`src/rtl/pwm_ramp_seq_if.sv`:
```
// Result port of the PWM-ramp scan sequencer: one averaged sample per channel on valid/ready.
interface pwm_ramp_seq_if #(
   parameter int unsigned NBITS = 8,
   parameter int unsigned NCH   = 4
);
   localparam int unsigned CW = $clog2(NCH);

   logic             valid;
   logic             ready;
   logic [NBITS-1:0] data;
   logic [CW-1:0]    ch;
   logic             timeout;

   modport master (output valid, data, ch, timeout, input ready);
   modport slave  (input valid, data, ch, timeout, output ready);
endinterface

```
`src/rtl/pwm_ramp_seq.sv`:
```
// Scan sequencer for the PWM-ramp ADC: steps the analog mux over enabled channels,
// gates the ramp, averages 2^k samples per channel and presents one result per channel.
module pwm_ramp_seq #(
   parameter int unsigned NBITS     = 8,
   parameter int unsigned NCH       = 4,
   parameter int unsigned TIMEOUT_W = 20
) (
   input  logic                    clk_i,
   input  logic                    rst_ni,
   input  logic                    start_i,
   input  logic                    continuous_i,
   input  logic [NCH-1:0]          ch_mask_i,
   input  logic [1:0]              avg_log2_i,
   input  logic [7:0]              settle_i,
   input  logic [TIMEOUT_W-1:0]    timeout_i,
   output logic                    ramp_en_o,
   output logic                    ramp_clr_o,
   output logic [$clog2(NCH)-1:0]  ch_sel_o,
   input  logic [NBITS-1:0]        adc_value_i,
   input  logic                    adc_valid_i,
   pwm_ramp_seq_if.master          res,
   output logic                    busy_o,
   output logic                    done_o
);
   localparam int unsigned CW    = $clog2(NCH);
   localparam int unsigned ACC_W = NBITS + 3;
   localparam int unsigned CNT_W = 4;

   localparam logic [1:0] IDLE    = 2'd0;
   localparam logic [1:0] SETTLE  = 2'd1;
   localparam logic [1:0] CONVERT = 2'd2;
   localparam logic [1:0] RESULT  = 2'd3;

   logic [1:0]           state_q, state_n;
   logic [NCH-1:0]       mask_q, mask_n;
   logic [1:0]           avg_q, avg_n;
   logic [7:0]           settle_q, settle_n;
   logic [TIMEOUT_W-1:0] timeout_q, timeout_n;
   logic                 cont_q, cont_n;
   logic [7:0]           settle_cnt_q, settle_cnt_n;
   logic [TIMEOUT_W-1:0] tcnt_q, tcnt_n;
   logic [CNT_W-1:0]     cnt_q, cnt_n;
   logic [ACC_W-1:0]     acc_q, acc_n;
   logic                 tflag_q, tflag_n;
   logic                 ramp_en_q, ramp_en_n;
   logic                 ramp_clr_q, ramp_clr_n;
   logic [CW-1:0]        ch_sel_q, ch_sel_n;
   logic                 res_valid_q, res_valid_n;
   logic [NBITS-1:0]     res_data_q, res_data_n;
   logic [CW-1:0]        res_ch_q, res_ch_n;
   logic                 res_to_q, res_to_n;
   logic                 busy_q, busy_n;
   logic                 done_q, done_n;

   logic [CW-1:0]        start_ch, wrap_ch, next_ch;
   logic                 next_ok;
   logic                 take, to_hit, tflag_sum;
   logic [ACC_W-1:0]     sample, acc_sum;

   // Channel search: descending loops leave the lowest qualifying index.
   always_comb begin
      start_ch = '0;
      wrap_ch  = '0;
      next_ch  = '0;
      next_ok  = 1'b0;
      for (int i = NCH - 1; i >= 0; i--) begin
         if (ch_mask_i[i]) start_ch = CW'(i);
         if (mask_q[i])    wrap_ch  = CW'(i);
         if (mask_q[i] && (i > int'(ch_sel_q))) begin
            next_ch = CW'(i);
            next_ok = 1'b1;
         end
      end
   end

   always_comb begin
      state_n      = state_q;
      mask_n       = mask_q;
      avg_n        = avg_q;
      settle_n     = settle_q;
      timeout_n    = timeout_q;
      cont_n       = cont_q;
      settle_cnt_n = settle_cnt_q;
      tcnt_n       = tcnt_q;
      cnt_n        = cnt_q;
      acc_n        = acc_q;
      tflag_n      = tflag_q;
      ramp_en_n    = ramp_en_q;
      ramp_clr_n   = 1'b0;
      ch_sel_n     = ch_sel_q;
      res_valid_n  = res_valid_q;
      res_data_n   = res_data_q;
      res_ch_n     = res_ch_q;
      res_to_n     = res_to_q;
      done_n       = 1'b0;
      take         = 1'b0;
      to_hit       = 1'b0;
      sample       = '0;
      acc_sum      = acc_q;
      tflag_sum    = tflag_q;

      case (state_q)
         IDLE: begin
            if (start_i && (ch_mask_i != '0)) begin
               mask_n       = ch_mask_i;
               avg_n        = avg_log2_i;
               settle_n     = settle_i;
               timeout_n    = timeout_i;
               cont_n       = continuous_i;
               ch_sel_n     = start_ch;
               settle_cnt_n = '0;
               state_n      = SETTLE;
            end
         end
         SETTLE: begin
            if (({1'b0, settle_cnt_q} + 9'd1) >= {1'b0, settle_q}) begin
               settle_cnt_n = '0;
               tcnt_n       = '0;
               ramp_en_n    = 1'b1;
               state_n      = CONVERT;
            end else begin
               settle_cnt_n = settle_cnt_q + 8'd1;
            end
         end
         CONVERT: begin
            if (ramp_clr_q) begin
               // Ramp is restarting after an aborted sample; resume on the next cycle.
               ramp_en_n = 1'b1;
            end else begin
               if (adc_valid_i) begin
                  take   = 1'b1;
                  sample = ACC_W'(adc_value_i);
               end else if ((timeout_q != '0) && ((tcnt_q + TIMEOUT_W'(1)) == timeout_q)) begin
                  take       = 1'b1;
                  to_hit     = 1'b1;
                  sample     = ACC_W'({NBITS{1'b1}});
                  ramp_clr_n = 1'b1;
                  ramp_en_n  = 1'b0;
               end else begin
                  tcnt_n = tcnt_q + TIMEOUT_W'(1);
               end
               if (take) begin
                  acc_sum   = acc_q + sample;
                  tflag_sum = tflag_q | to_hit;
                  acc_n     = acc_sum;
                  tflag_n   = tflag_sum;
                  cnt_n     = cnt_q + CNT_W'(1);
                  tcnt_n    = '0;
                  if ((cnt_q + CNT_W'(1)) == (CNT_W'(1) << avg_q)) begin
                     ramp_en_n   = 1'b0;
                     res_valid_n = 1'b1;
                     res_data_n  = NBITS'(acc_sum >> avg_q);
                     res_ch_n    = ch_sel_q;
                     res_to_n    = tflag_sum;
                     state_n     = RESULT;
                  end
               end
            end
         end
         RESULT: begin
            if (res.ready) begin
               res_valid_n  = 1'b0;
               acc_n        = '0;
               cnt_n        = '0;
               tflag_n      = 1'b0;
               settle_cnt_n = '0;
               if (next_ok) begin
                  ch_sel_n = next_ch;
                  state_n  = SETTLE;
               end else begin
                  done_n = 1'b1;
                  if (cont_q) begin
                     ch_sel_n = wrap_ch;
                     state_n  = SETTLE;
                  end else begin
                     state_n = IDLE;
                  end
               end
            end
         end
         default: state_n = IDLE;
      endcase

      busy_n = (state_n != IDLE);
   end

   always_ff @(posedge clk_i) begin
      if (!rst_ni) begin
         state_q      <= IDLE;
         mask_q       <= '0;
         avg_q        <= '0;
         settle_q     <= '0;
         timeout_q    <= '0;
         cont_q       <= 1'b0;
         settle_cnt_q <= '0;
         tcnt_q       <= '0;
         cnt_q        <= '0;
         acc_q        <= '0;
         tflag_q      <= 1'b0;
         ramp_en_q    <= 1'b0;
         ramp_clr_q   <= 1'b0;
         ch_sel_q     <= '0;
         res_valid_q  <= 1'b0;
         res_data_q   <= '0;
         res_ch_q     <= '0;
         res_to_q     <= 1'b0;
         busy_q       <= 1'b0;
         done_q       <= 1'b0;
      end else begin
         state_q      <= state_n;
         mask_q       <= mask_n;
         avg_q        <= avg_n;
         settle_q     <= settle_n;
         timeout_q    <= timeout_n;
         cont_q       <= cont_n;
         settle_cnt_q <= settle_cnt_n;
         tcnt_q       <= tcnt_n;
         cnt_q        <= cnt_n;
         acc_q        <= acc_n;
         tflag_q      <= tflag_n;
         ramp_en_q    <= ramp_en_n;
         ramp_clr_q   <= ramp_clr_n;
         ch_sel_q     <= ch_sel_n;
         res_valid_q  <= res_valid_n;
         res_data_q   <= res_data_n;
         res_ch_q     <= res_ch_n;
         res_to_q     <= res_to_n;
         busy_q       <= busy_n;
         done_q       <= done_n;
      end
   end

   assign ramp_en_o   = ramp_en_q;
   assign ramp_clr_o  = ramp_clr_q;
   assign ch_sel_o    = ch_sel_q;
   assign busy_o      = busy_q;
   assign done_o      = done_q;
   assign res.valid   = res_valid_q;
   assign res.data    = res_data_q;
   assign res.ch      = res_ch_q;
   assign res.timeout = res_to_q;
endmodule

```
`src/flat_wrapper.sv`:
```
// flat-port wrapper written by rule: the top's interface ports become plain ports
module pwm_ramp_seq_flat 
#(
   parameter int unsigned NBITS     = 8,
   parameter int unsigned NCH       = 4,
   parameter int unsigned TIMEOUT_W = 20
)
  (clk_i, rst_ni, start_i, continuous_i, ch_mask_i, avg_log2_i, settle_i, timeout_i, ramp_en_o, ramp_clr_o, ch_sel_o, adc_value_i, adc_valid_i, busy_o, done_o, res_valid, res_data, res_ch, res_timeout, res_ready);
  pwm_ramp_seq_if #(.NBITS(NBITS), .NCH(NCH)) res_i ();
  input  logic clk_i;
  input  logic rst_ni;
  input  logic start_i;
  input  logic continuous_i;
  input  logic [NCH-1:0] ch_mask_i;
  input  logic [1:0] avg_log2_i;
  input  logic [7:0] settle_i;
  input  logic [TIMEOUT_W-1:0] timeout_i;
  output logic ramp_en_o;
  output logic ramp_clr_o;
  output logic [$clog2(NCH)-1:0] ch_sel_o;
  input  logic [NBITS-1:0] adc_value_i;
  input  logic adc_valid_i;
  output logic busy_o;
  output logic done_o;
  output wire logic [$bits(res_i.valid)-1:0] res_valid;
  output wire logic [$bits(res_i.data)-1:0] res_data;
  output wire logic [$bits(res_i.ch)-1:0] res_ch;
  output wire logic [$bits(res_i.timeout)-1:0] res_timeout;
  input wire logic [$bits(res_i.ready)-1:0] res_ready;
  assign res_valid = res_i.valid;
  assign res_data = res_i.data;
  assign res_ch = res_i.ch;
  assign res_timeout = res_i.timeout;
  assign res_i.ready = res_ready;
  pwm_ramp_seq #(.NBITS(NBITS), .NCH(NCH), .TIMEOUT_W(TIMEOUT_W)) u_core (.clk_i(clk_i), .rst_ni(rst_ni), .start_i(start_i), .continuous_i(continuous_i), .ch_mask_i(ch_mask_i), .avg_log2_i(avg_log2_i), .settle_i(settle_i), .timeout_i(timeout_i), .ramp_en_o(ramp_en_o), .ramp_clr_o(ramp_clr_o), .ch_sel_o(ch_sel_o), .adc_value_i(adc_value_i), .adc_valid_i(adc_valid_i), .res(res_i), .busy_o(busy_o), .done_o(done_o));
endmodule
```
`config.mk`:
```
export PLATFORM = sky130hd
export DESIGN_NAME = pwm_ramp_seq_flat
export DESIGN_NICKNAME = d
export VERILOG_FILES = /design/src/rtl/pwm_ramp_seq_if.sv /design/src/rtl/pwm_ramp_seq.sv /design/src/flat_wrapper.sv
export SDC_FILE = /design/constraint.sdc
export NUM_CORES = 1
export LEC_CHECK = 0
export CORE_AREA = 2 2 108 121
export DETAILED_ROUTE_END_ITERATION = 6
export DIE_AREA = 0 0 110 123
export PLACE_DENSITY = 0.78
export SYNTH_ARGS = -nofsm -noshare
export SYNTH_HDL_FRONTEND = slang
export SYNTH_SLANG_ARGS = --single-unit
```
`constraint.sdc`:
```
create_clock -name clk_i -period 4.69 [get_ports clk_i]
set_clock_uncertainty 0.05 [all_clocks]
set_input_delay 0.7035 -clock clk_i [delete_from_list [all_inputs] [get_ports clk_i]]
set_output_delay 0.7035 -clock clk_i [all_outputs]
set_load 0.01 [all_outputs]
```
==> summary.md <==
| Metric | Value |
|---|---|
| Hold_sp | u_core.settle_q[3] |
| Endpoint type of the worst setup path | flip-flop |
| DR vias | 5608 |
| Die Width | about 110 µm |
| Minimum clock period | ~4500 ps |
| Hold slack | around 410 ps |
| Initial antenna violation count | 0 |
| EDFF count, synth | 0 |
| Commonest non-fill, non-tap cells in the layout | 155 x nand2_1, 94 x dfxtp_1, 65 x clkdlybuf4s50_1, 56 x a21oi_1, 46 x nor2_1 |
| Top cells by area, synth | dfxtp_1 33%, nand2_1 9.8%, a21oi_1 4.7% |
| Slew @ Worst Pin | between 700 and 800 ps |
| TritonCTS Sinks | just under 100 |
| Share of the synthesized area in the top cell type | 33.5% |
| PortBufs | 65 |
| Setup-failing EPs final | 0 |
| Leak pwr | between 2 and 3 nW |
| Dpl ws | ~120 ps |
| CP Class | reg2reg |
| Dpl cells | ~960 |
| Worst path cell trace | nand4_1 > nor3_2 > nand3_1 > a221o_1 > or3_1 > or3_4 > nand2_1 > ha_1 > inv_1 > fa_1 > nor2b_2 > o2111a_1 > nor3_1 > xnor2_1 > mux2i_1 > a21oi_1 > o311ai_0 > mux2i_1 |
| Worst vdd ir | 213 µV |
| Synth Flop Type | dfxtp_1 |
| Final Hold Viols | 0 |
| Post-DRT Antenna Nets | 0 |
| Initial DRC count | approximately 470 |
| Commonest non-fill, non-tap cell in the layout | nand2_1 |
| Hold Path Depth | 2 |
| Initial Util | about half |
| CP peak stage delay | about 450 ps |
| Rel. slew slack | between 40% and 50% |
| Fill cell count | between 1000 and 1500 |
| RD Place Congestion | around 0.9 |
| Distinct cells, synth | 68 |
| Synth Area per Inst | roughly 7.8 µm² |
| Final instance area | 0.00714 mm² |
| Largest net degree at the start of global routing | 54 |
| Pwr per Cell Area | 302 mW/mm² |
| Vias in the first global route | about 5200 |
| Drt drc | 0 |
| Die Y | 123 µm |
| Seq cells post-synth | between 90 and 100 |
| Number of buffers on the longest clock path | 2 |
| R2R Path End | u_core.res.data[5] |
| DP HPWL | between 10000 and 15000 µm |
| Fin crit share | a little over nine tenths |
| Worst-Skew Late Latency | roughly 360 ps |
| Fraction of layout cells with a size suffix above 1 | 8.70% |
| TritonCTS clock tree | done |
| Top cell by count, worst path | mux2i_1 |
| Drt first pass iters | 5 |
| Sequential area share after synthesis | 33.5% |
| Final cell count without fillers | between 900 and 1000 |
| Core Rows | 43 |
| CP max-delay cell | dfxtp_1 |
| Status | finished, final reports clean |
| Worst r2r src | u_core.tcnt_q[10] |
| Synth Warn # | 0 |
| Post-DP Area | a little under 0.007 mm² |
| Die area | 0.0135 mm² |
| Hold Path Sink | u_core.settle_q[3] |
| Total CTS buffers | 9 |
| Drt total wl | 15200 µm |
| Total I/O pin count | 66 |
| Fin nets | roughly 890 |
| Startpoint Class | flip-flop |
| Final WS setup | 212 ps |
| Cell accounting for the most synthesized area | dfxtp_1 |
| H-tree levels | 3 |
| Layout Area Growth over Synthesis | 20.7% |
| Total track usage | 23.1% |
| Synth Cell Area | 0.00592 mm² |
| Clock transition at path regs | around 70 ps |
| Via-to-Cell Ratio | 5.69 |
| Min-delay worst type | reg2reg |
| Worst-case reg-to-reg path depth | 18 |
| Crit path max fanout | 7 |
| Worst Path Required | a little under 5000 ps |
| Root Buffer | clkbuf_16 |
| Post-synth ARST share | 0% |
| Syn Nets | between 800 and 900 |
| Design Power | 2.16 mW |
| Slew Limit Fails | 0 |
| Maxcap violations | 0 |
| Maximum clock frequency | 223 MHz |
| Reg-to-reg slack, setup | approximately 210 ps |
| Instance count of the mapped netlist | between 700 and 800 |
| N_diodes | 0 |
| GRT overflow | 0 |
| Core box area | between 0.01 and 0.015 mm² |
| First-pass GRT wire length | around 25000 µm |
| Post-DR wirelength/cell | approximately 15 µm |
| Critical Path AT | around 4700 ps |
-- final cells by class --
class | count | area (µm²) | area share, %
clock buffers | 9 | 225 | 3.15
clock inverters | 7 | 76.3 | 1.07
inverters | 28 | 105 | 1.47
multi-input cells | 590 | 3670 | 51.4
flip-flops and latches | 99 | 1990 | 27.8
well taps | 157 | 196 | 2.75
repair buffers | 95 | 876 | 12.3
-- state kept, by name, summed over array words and instances, names as in the netlist, 4 cells and up --
| register | count |
|---|---|
| u_core.settle_q | 8 |
| u_core.timeout_q | 20 |
| u_core.res.data | 8 |
| u_core.mask_q | 4 |
| u_core.acc_q | 11 |
| u_core.settle_cnt_q | 8 |
| u_core.cnt_q | 4 |
| u_core.tcnt_q | 20 |
-- stage by stage --
step | util (%) | TNS (ps)
floorplan | - | 0
global placement | 54.8 | 0
detailed placement | 54.8 | 0
CTS | 57.2 | 0
global route | 57.9 | -110
finish | 57.9 | 0
-- worst max-delay path by stage --
stage	startpoint	to	cells after the start
2_1_floorplan	u_core.tcnt_q[0]	u_core.res.data[6]	20
3_3_place_gp	u_core.tcnt_q[0]	u_core.res.data[6]	17
3_5_place_dp	u_core.tcnt_q[0]	u_core.res.data[6]	18
4_1_cts	u_core.tcnt_q[0]	u_core.res.data[6]	18
5_1_grt	u_core.tcnt_q[10]	u_core.res.data[5]	18
6_report	u_core.tcnt_q[10]	u_core.res.data[5]	18
-- where the power goes --
part           total, mW  switching (mW)  leakage (nW)  internal (mW)
clock network      0.765           0.347         0.142          0.417
logic              0.452           0.254          1.87          0.198
registers          0.942          0.0557         0.806          0.886
total               2.16           0.658          2.82           1.50
-- repair_timing --
action                     CTS  global route
hold buffers                 0             0
setup endpoints to repair    0            11
resized for setup            0            13
setup buffers                0             5
hold endpoints to repair     0             0
-- cells by family (layout without fill, tap and decap cells) --
kind of cell / after synthesis / count (layout) / synth area share (%)
AO/OA/AOI/OAI: 172 / 172 / 19.4
XOR/XNOR: 44 / 44 / 6.51
AND/OR/NAND/NOR: 324 / 324 / 25.9
adder cells (fa/ha/maj): 20 / 20 / 4.36
buffers and inverters: 73 / 139 / 5.20
flip-flops: 99 / 99 / 33.5
multiplexers: 30 / 30 / 5.12
-- critical path, delay by kind of cell (launching register included) --
family,cells,cell delay [ps]
fa+ha+maj,2,620
simple gates,8,1770
flops,1,450
mux,2,300
xor+xnor,1,300
buf+inv,1,70
compound gates,4,850
-- layer usage --
metal	up-vias	GRT usage [%]	share of wire, %
met1	2617	29.0	45
met3	27	4.22	4.3
met4	0	8.39	2.3
li1	2809	-	-
met5	-	0	0
met2	155	39.3	48
-- cell usage after synthesis (18+ instances only) --
master    instances
o21ai_0          31
a21oi_1          56
clkbuf_1         26
nand3_1          18
dfxtp_1          99
ha_1             19
xnor2_1          22
nand2_1         155
a22o_1           18
mux2i_1          28
nor3_1           21
inv_1            25
nor2_1           46
xor2_1           22
Power figures use the tool's default switching activity.
==> RTL edit 1 (same settings) <==
`NCH` is set to 4 in 3 places; all go to 8.
--- a/src/rtl/pwm_ramp_seq_if.sv
+++ b/src/rtl/pwm_ramp_seq_if.sv
@@ -3,3 +3,3 @@
    parameter int unsigned NBITS = 8,
-   parameter int unsigned NCH   = 4
+   parameter int unsigned NCH   = 8
 );
--- a/src/rtl/pwm_ramp_seq.sv
+++ b/src/rtl/pwm_ramp_seq.sv
@@ -4,3 +4,3 @@
    parameter int unsigned NBITS     = 8,
-   parameter int unsigned NCH       = 4,
+   parameter int unsigned NCH       = 8,
    parameter int unsigned TIMEOUT_W = 20
--- a/src/flat_wrapper.sv
+++ b/src/flat_wrapper.sv
@@ -4,3 +4,3 @@
    parameter int unsigned NBITS     = 8,
-   parameter int unsigned NCH       = 4,
+   parameter int unsigned NCH       = 8,
    parameter int unsigned TIMEOUT_W = 20
Interface: changed (resized ch_mask_i, ch_sel_o and res_ch); port bits go from 66 to 72. The function was not compared with the original's and may differ.
==> RTL edit 1 against the original RTL <==
- sequential cell count grew 6
- worst setup slack got worse by 0.048 ns
- wire length grew 20%
- clock power is 0.8% higher
- cell area rose by 11%
- critical path depth shrank 2
- power grew 16%
- synthesized area is 12% higher
==> RTL edit 1: results (changes against the original RTL) <==
* GP Congestion at 0.9300 (+1.1%)
* Met1 GRT Util at 33.93% (+4.9 points)
* Crit. Startpoint: u_core.tcnt_q[7]
* Skew-Pair Late Insertion Delay at 0.36 ns (about the same)
* Drt initial violations at 528 (+13%)
* Grt met3 use at 4.217% (unchanged)
* Synth cell count leaders: 165 x nand2_1, 105 x dfxtp_1, 68 x a21oi_1, 44 x nor2_1, 36 x o21ai_0
* Seq power at 0.00104 W (+10%)
* # H-tree levels at 3 (unchanged)
* Port bufs at 71 (+9.2%)
* Worst IR Drop VDD at 0.1947 mV (-8.4%)
* Hold Crit Class: reg2reg
* Worst Reg-to-Reg Cells at 16 (-2)
* Status: completed
* Internal Pwr Total at 0.001672 W (+11%)
* Vias in the first global route at 5980 (+15%)
* Share of the yosys chip area belonging to registers at 31.73% (-1.8 points)
* Vias after detailed routing at 6379 (+14%)
* N_diodes at 0 (unchanged)
* Area post-placement at 0.007526 mm² (+12%)
* Vias per cell at 5.967 (+4.8%)
* Hold Path Cell Cnt at 2 (unchanged)
* CTS Buf Count at 9 (unchanged)
* Placed insts at 1052 (+9.1%)
* GRT Total Usage at 27.47% (+4.3 points)
* Slowest stage delay, CP at 0.62 ns (+0.17 ns)
* Slowest CP cell: or4b_2
* DR WL met3 at 927 µm (+42%)
* Tightest Pin Transition at 0.7879 ns (-0.01104 ns)
* Fill cells at 1061 (-6.8%)
* Final wirelength at 18.13 mm (+20%)
* Mapped Cells at 847 (+11%)
* Post-synth cell types at 82 (+21%)
* Place WS at 0.03694 ns (-0.08021 ns)
* Main synth FF type: dfxtp_1
* Met2 Usage GRT at 47.85% (+8.5 points)
* Worst-path maximum fanout at 6 (-1)
* Met1 wire length at 7.727 mm (+13%)
* Share of layout cells above drive strength 1 at 11.51% (+2.8 points)
* Critical Path AT at 4.72 ns (about the same)
* Dpl hpwl at 13.17 mm (+24%)
* Metal2 WL at 9.028 mm (+23%)
* Fin crit period at 4.526 ns (+0.04827 ns)
* Clock power frac at 30.9% (-4.5 points)
* # nets final at 980 (+10%)
* Sequential Power Share at 41.7% (-1.9 points)
* Synth area leaders: dfxtp_1 32%, nand2_1 9.4%, a21oi_1 5.1%
* Global-route wire length before repair at 29.04 mm (+17%)
* Leakage at 2.983 nW (+5.9%)
* Reg2reg setup slack at 0.16 ns (-0.05 ns)
* Router iterations before antenna repair at 4 (-1)
* Mapped Nets at 919 (+11%)
## RTL edit 1: cell count changes in the layout (fill, tap and decap cells not counted), moves of 9 or more
cell	unedited run	this run
mux2i_1	28	19
xor2_1	22	8
a22o_1	18	7
nand3_1	17	29
nand4_1	9	18
nand2_1	155	165
a21oi_1	56	68
## RTL edit 1: cell families after synthesis
kind of cell / share of synthesized area (%)
compound gates: 20.95
flops: 31.73
simple gates: 27.47
buf+inv: 5.440
xor+xnor: 5.610
mux: 4.911
fa+ha+maj: 3.891
## RTL edit 1: area by class of cell
cell class | count | share of cell area (%)
well taps | 157 | 2.482
clock buffers | 11 | 3.067
clock inverters | 4 | 0.6798
inverters | 31 | 1.470
repair buffers | 103 | 11.95
flip-flops and latches | 105 | 26.81
multi-input cells | 658 | 53.53
## RTL edit 1: through the flow
step	util [%]	hold slack, ns
after floorplan	-	0.3863
after global placement	61.08	0.3945
after detailed placement	61.08	0.3970
after CTS	63.50	0.4065
after global routing	64.23	0.4372
final	64.23	0.4062
## RTL edit 1: worst min-delay path by stage
stage,startpoint,endpoint,slack [ns]
floorplan,u_core.settle_q[1],u_core.settle_q[1],0.39
global placement,u_core.settle_q[7],u_core.settle_q[7],0.39
detailed placement,u_core.settle_q[7],u_core.settle_q[7],0.40
CTS,u_core.settle_q[7],u_core.settle_q[7],0.41
global route,u_core.cont_q,u_core.cont_q,0.44
finish,u_core.settle_q[2],u_core.settle_q[2],0.41
## RTL edit 1: repair_timing
item,4_1_cts,5_1_grt
setup buffers,0,2
resized for setup,1,20
endpoints found under the setup margin,1,10
pin swaps,0,4
## RTL edit 1: worst min-delay path, delay by kind of cell (launching register included)
family | cells | cell delay, ns
AND/OR/NAND/NOR | 1 | 0.05
AO/OA/AOI/OAI | 1 | 0.05
flip-flops | 1 | 0.31
==> RTL edit 2 (same flow settings) <==
Without the edit above. `res_data_q` no longer has a reset.
--- a/src/rtl/pwm_ramp_seq.sv
+++ b/src/rtl/pwm_ramp_seq.sv
@@ -203,3 +203,2 @@
          res_valid_q  <= 1'b0;
-         res_data_q   <= '0;
          res_ch_q     <= '0;
@@ -224,3 +223,2 @@
          res_valid_q  <= res_valid_n;
-         res_data_q   <= res_data_n;
          res_ch_q     <= res_ch_n;
@@ -230,2 +228,6 @@
       end
+   end
+
+   always_ff @(posedge clk_i) begin
+      res_data_q <= res_data_n;
    end
Function: differs if rst_ni is asserted again (counterexample within 4 cycles, from zero or initial values and one cycle with rst_ni low); with rst_ni held inactive, the same outputs for 4 cycles.
==> RTL edit 2 against the original RTL <==
- fmax fell by 0.47%
- core utilization increased by 3.5 points
- global-route usage increased by 2.1 points
- final cell count is 2.6% higher
- combinational power up 9.5%
- synthesized area up 5.1%
- worst setup slack got worse by 0.021 ns
- wire length is 9.2% higher
- power rose by 0.96%
- clock power shrank 5.1%
- synthesized cell count up 3.0%
- hold slack worse by 0.0028 ns
- sequential cell count did not move
- critical path type unchanged
- cell area grew 6.1%
==> RTL edit 2: results (changes against the original RTL) <==
* Area post-placement at 0.007129 mm² (+5.6%)
* Clock power frac at 33.3% (-2.1 points)
* Vias after detailed routing at 6041 (+7.7%)
* # nets final at 917 (+2.9%)
* Drt initial violations at 472 (+1.1%)
* Worst-path maximum fanout at 6 (-1)
* Met1 GRT Util at 32.01% (+3.0 points)
* Largest net degree at the start of global routing at 46 (-15%)
* Dpl hpwl at 11.49 mm (+8.0%)
* Sw power at 0.0006752 W (+2.7%)
* Synth cell count leaders: 126 x nand2_1, 91 x dfxtp_1, 81 x a21oi_1, 40 x clkbuf_1, 39 x nor2_1
* Status: completed
* Seq power at 0.000959 W (+2%)
* Critical Path AT at 4.55 ns (-0.16 ns)
* Share of layout cells above drive strength 1 at 11.83% (+3.1 points)
* Wire length per cell at 16.37 µm (+6.4%)
* GP Congestion at 1.007 (+9.5%)
* DR WL met3 at 884 µm (+35%)
* Leakage at 2.902 nW (+3.1%)
* Met2 Usage GRT at 41.72% (+2.4 points)
* Tightest Pin Transition at 0.8457 ns (+0.04677 ns)
* Synth area leaders: dfxtp_1 29%, nand2_1 7.6%, a21oi_1 6.5%
* Worst IR Drop VDD at 0.2184 mV (+2.8%)
* # H-tree levels at 3 (unchanged)
* Met1 wire length at 7.124 mm (+4.3%)
* Slowest CP cell: mux4_2
* Mapped Nets at 853 (+2.8%)
* Top delay family on crit path: compound AO/OA/AOI/OAI gates
* Post-synth EDFFs at 8 (+8)
* Post-synthesis xor/xnor area fraction at 4.787% (-1.7 points)
* Mux cell area share after synthesis at 5.109% (-0.0088 points)
* Metal2 WL at 8.060 mm (+10%)
* Share of the yosys chip area belonging to registers at 33.15% (-0.35 points)
* Slowest stage delay, CP at 0.48 ns (+0.03 ns)
* Post-synth cell types at 77 (+13%)
* Synth Area in Compound Gates at 20.74% (+1.3 points)
-- RTL edit 2: changes by cell type after synthesis, moves of 8 or more --
cell / before / now
a22o_1: 18 / 1
edfxtp_1: 0 / 8
dfxtp_1: 99 / 91
a21oi_1: 56 / 81
nand2_1: 155 / 126
xor2_1: 22 / 13
a21o_1: 3 / 14
clkbuf_1: 26 / 40
-- RTL edit 2: repair_timing --
item,in CTS,in global routing
buffers inserted,0,6
resized for setup,3,25
pin swaps,1,9
endpoints found under the setup margin,2,8
-- RTL edit 2: per-stage QoR --
stage / TNS, ns / std cells / hold slack [ns] / worst slack (ns) / total power, W
after detailed placement: -0.05041 / 989 / 0.3996 / -0.03502 / 0.001456
after global routing: -0.2331 / 1011 / 0.4400 / -0.08250 / 0.002283
after global placement: 0 / 989 / 0.3934 / 0.08610 / 0.001448
final: 0 / 1011 / 0.4048 / 0.1907 / 0.002180
after CTS: 0 / 1005 / 0.4106 / 0.03583 / 0.002177
after floorplan: 0 / 785 / 0.3863 / 0.02796 / 0.001280
-- RTL edit 2: path summary, 6_finish.rpt --
path / from / endpoint / slack, ns / cells after the start
min: u_core.settle_q[5] / u_core.settle_q[5] / 0.40 / 2
max reg2reg: u_core.tcnt_q[1] / u_core.res.data[4] / 0.19 / 18
min reg2reg: u_core.settle_q[5] / u_core.settle_q[5] / 0.40 / 2
max: u_core.tcnt_q[1] / u_core.res.data[4] / 0.19 / 18
-- RTL edit 2: area by class of cell --
| class | instances | area [µm²] |
|---|---|---|
| sequential | 99 | 2072 |
| fill | 1057 | 4748 |
| clock buffer | 11 | 252.7 |
| timing repair buffer | 108 | 989.7 |
| inverter | 27 | 101.3 |
| multi-input combinational | 604 | 3926 |
| clock inverter | 5 | 33.78 |
| tap | 157 | 196.4 |
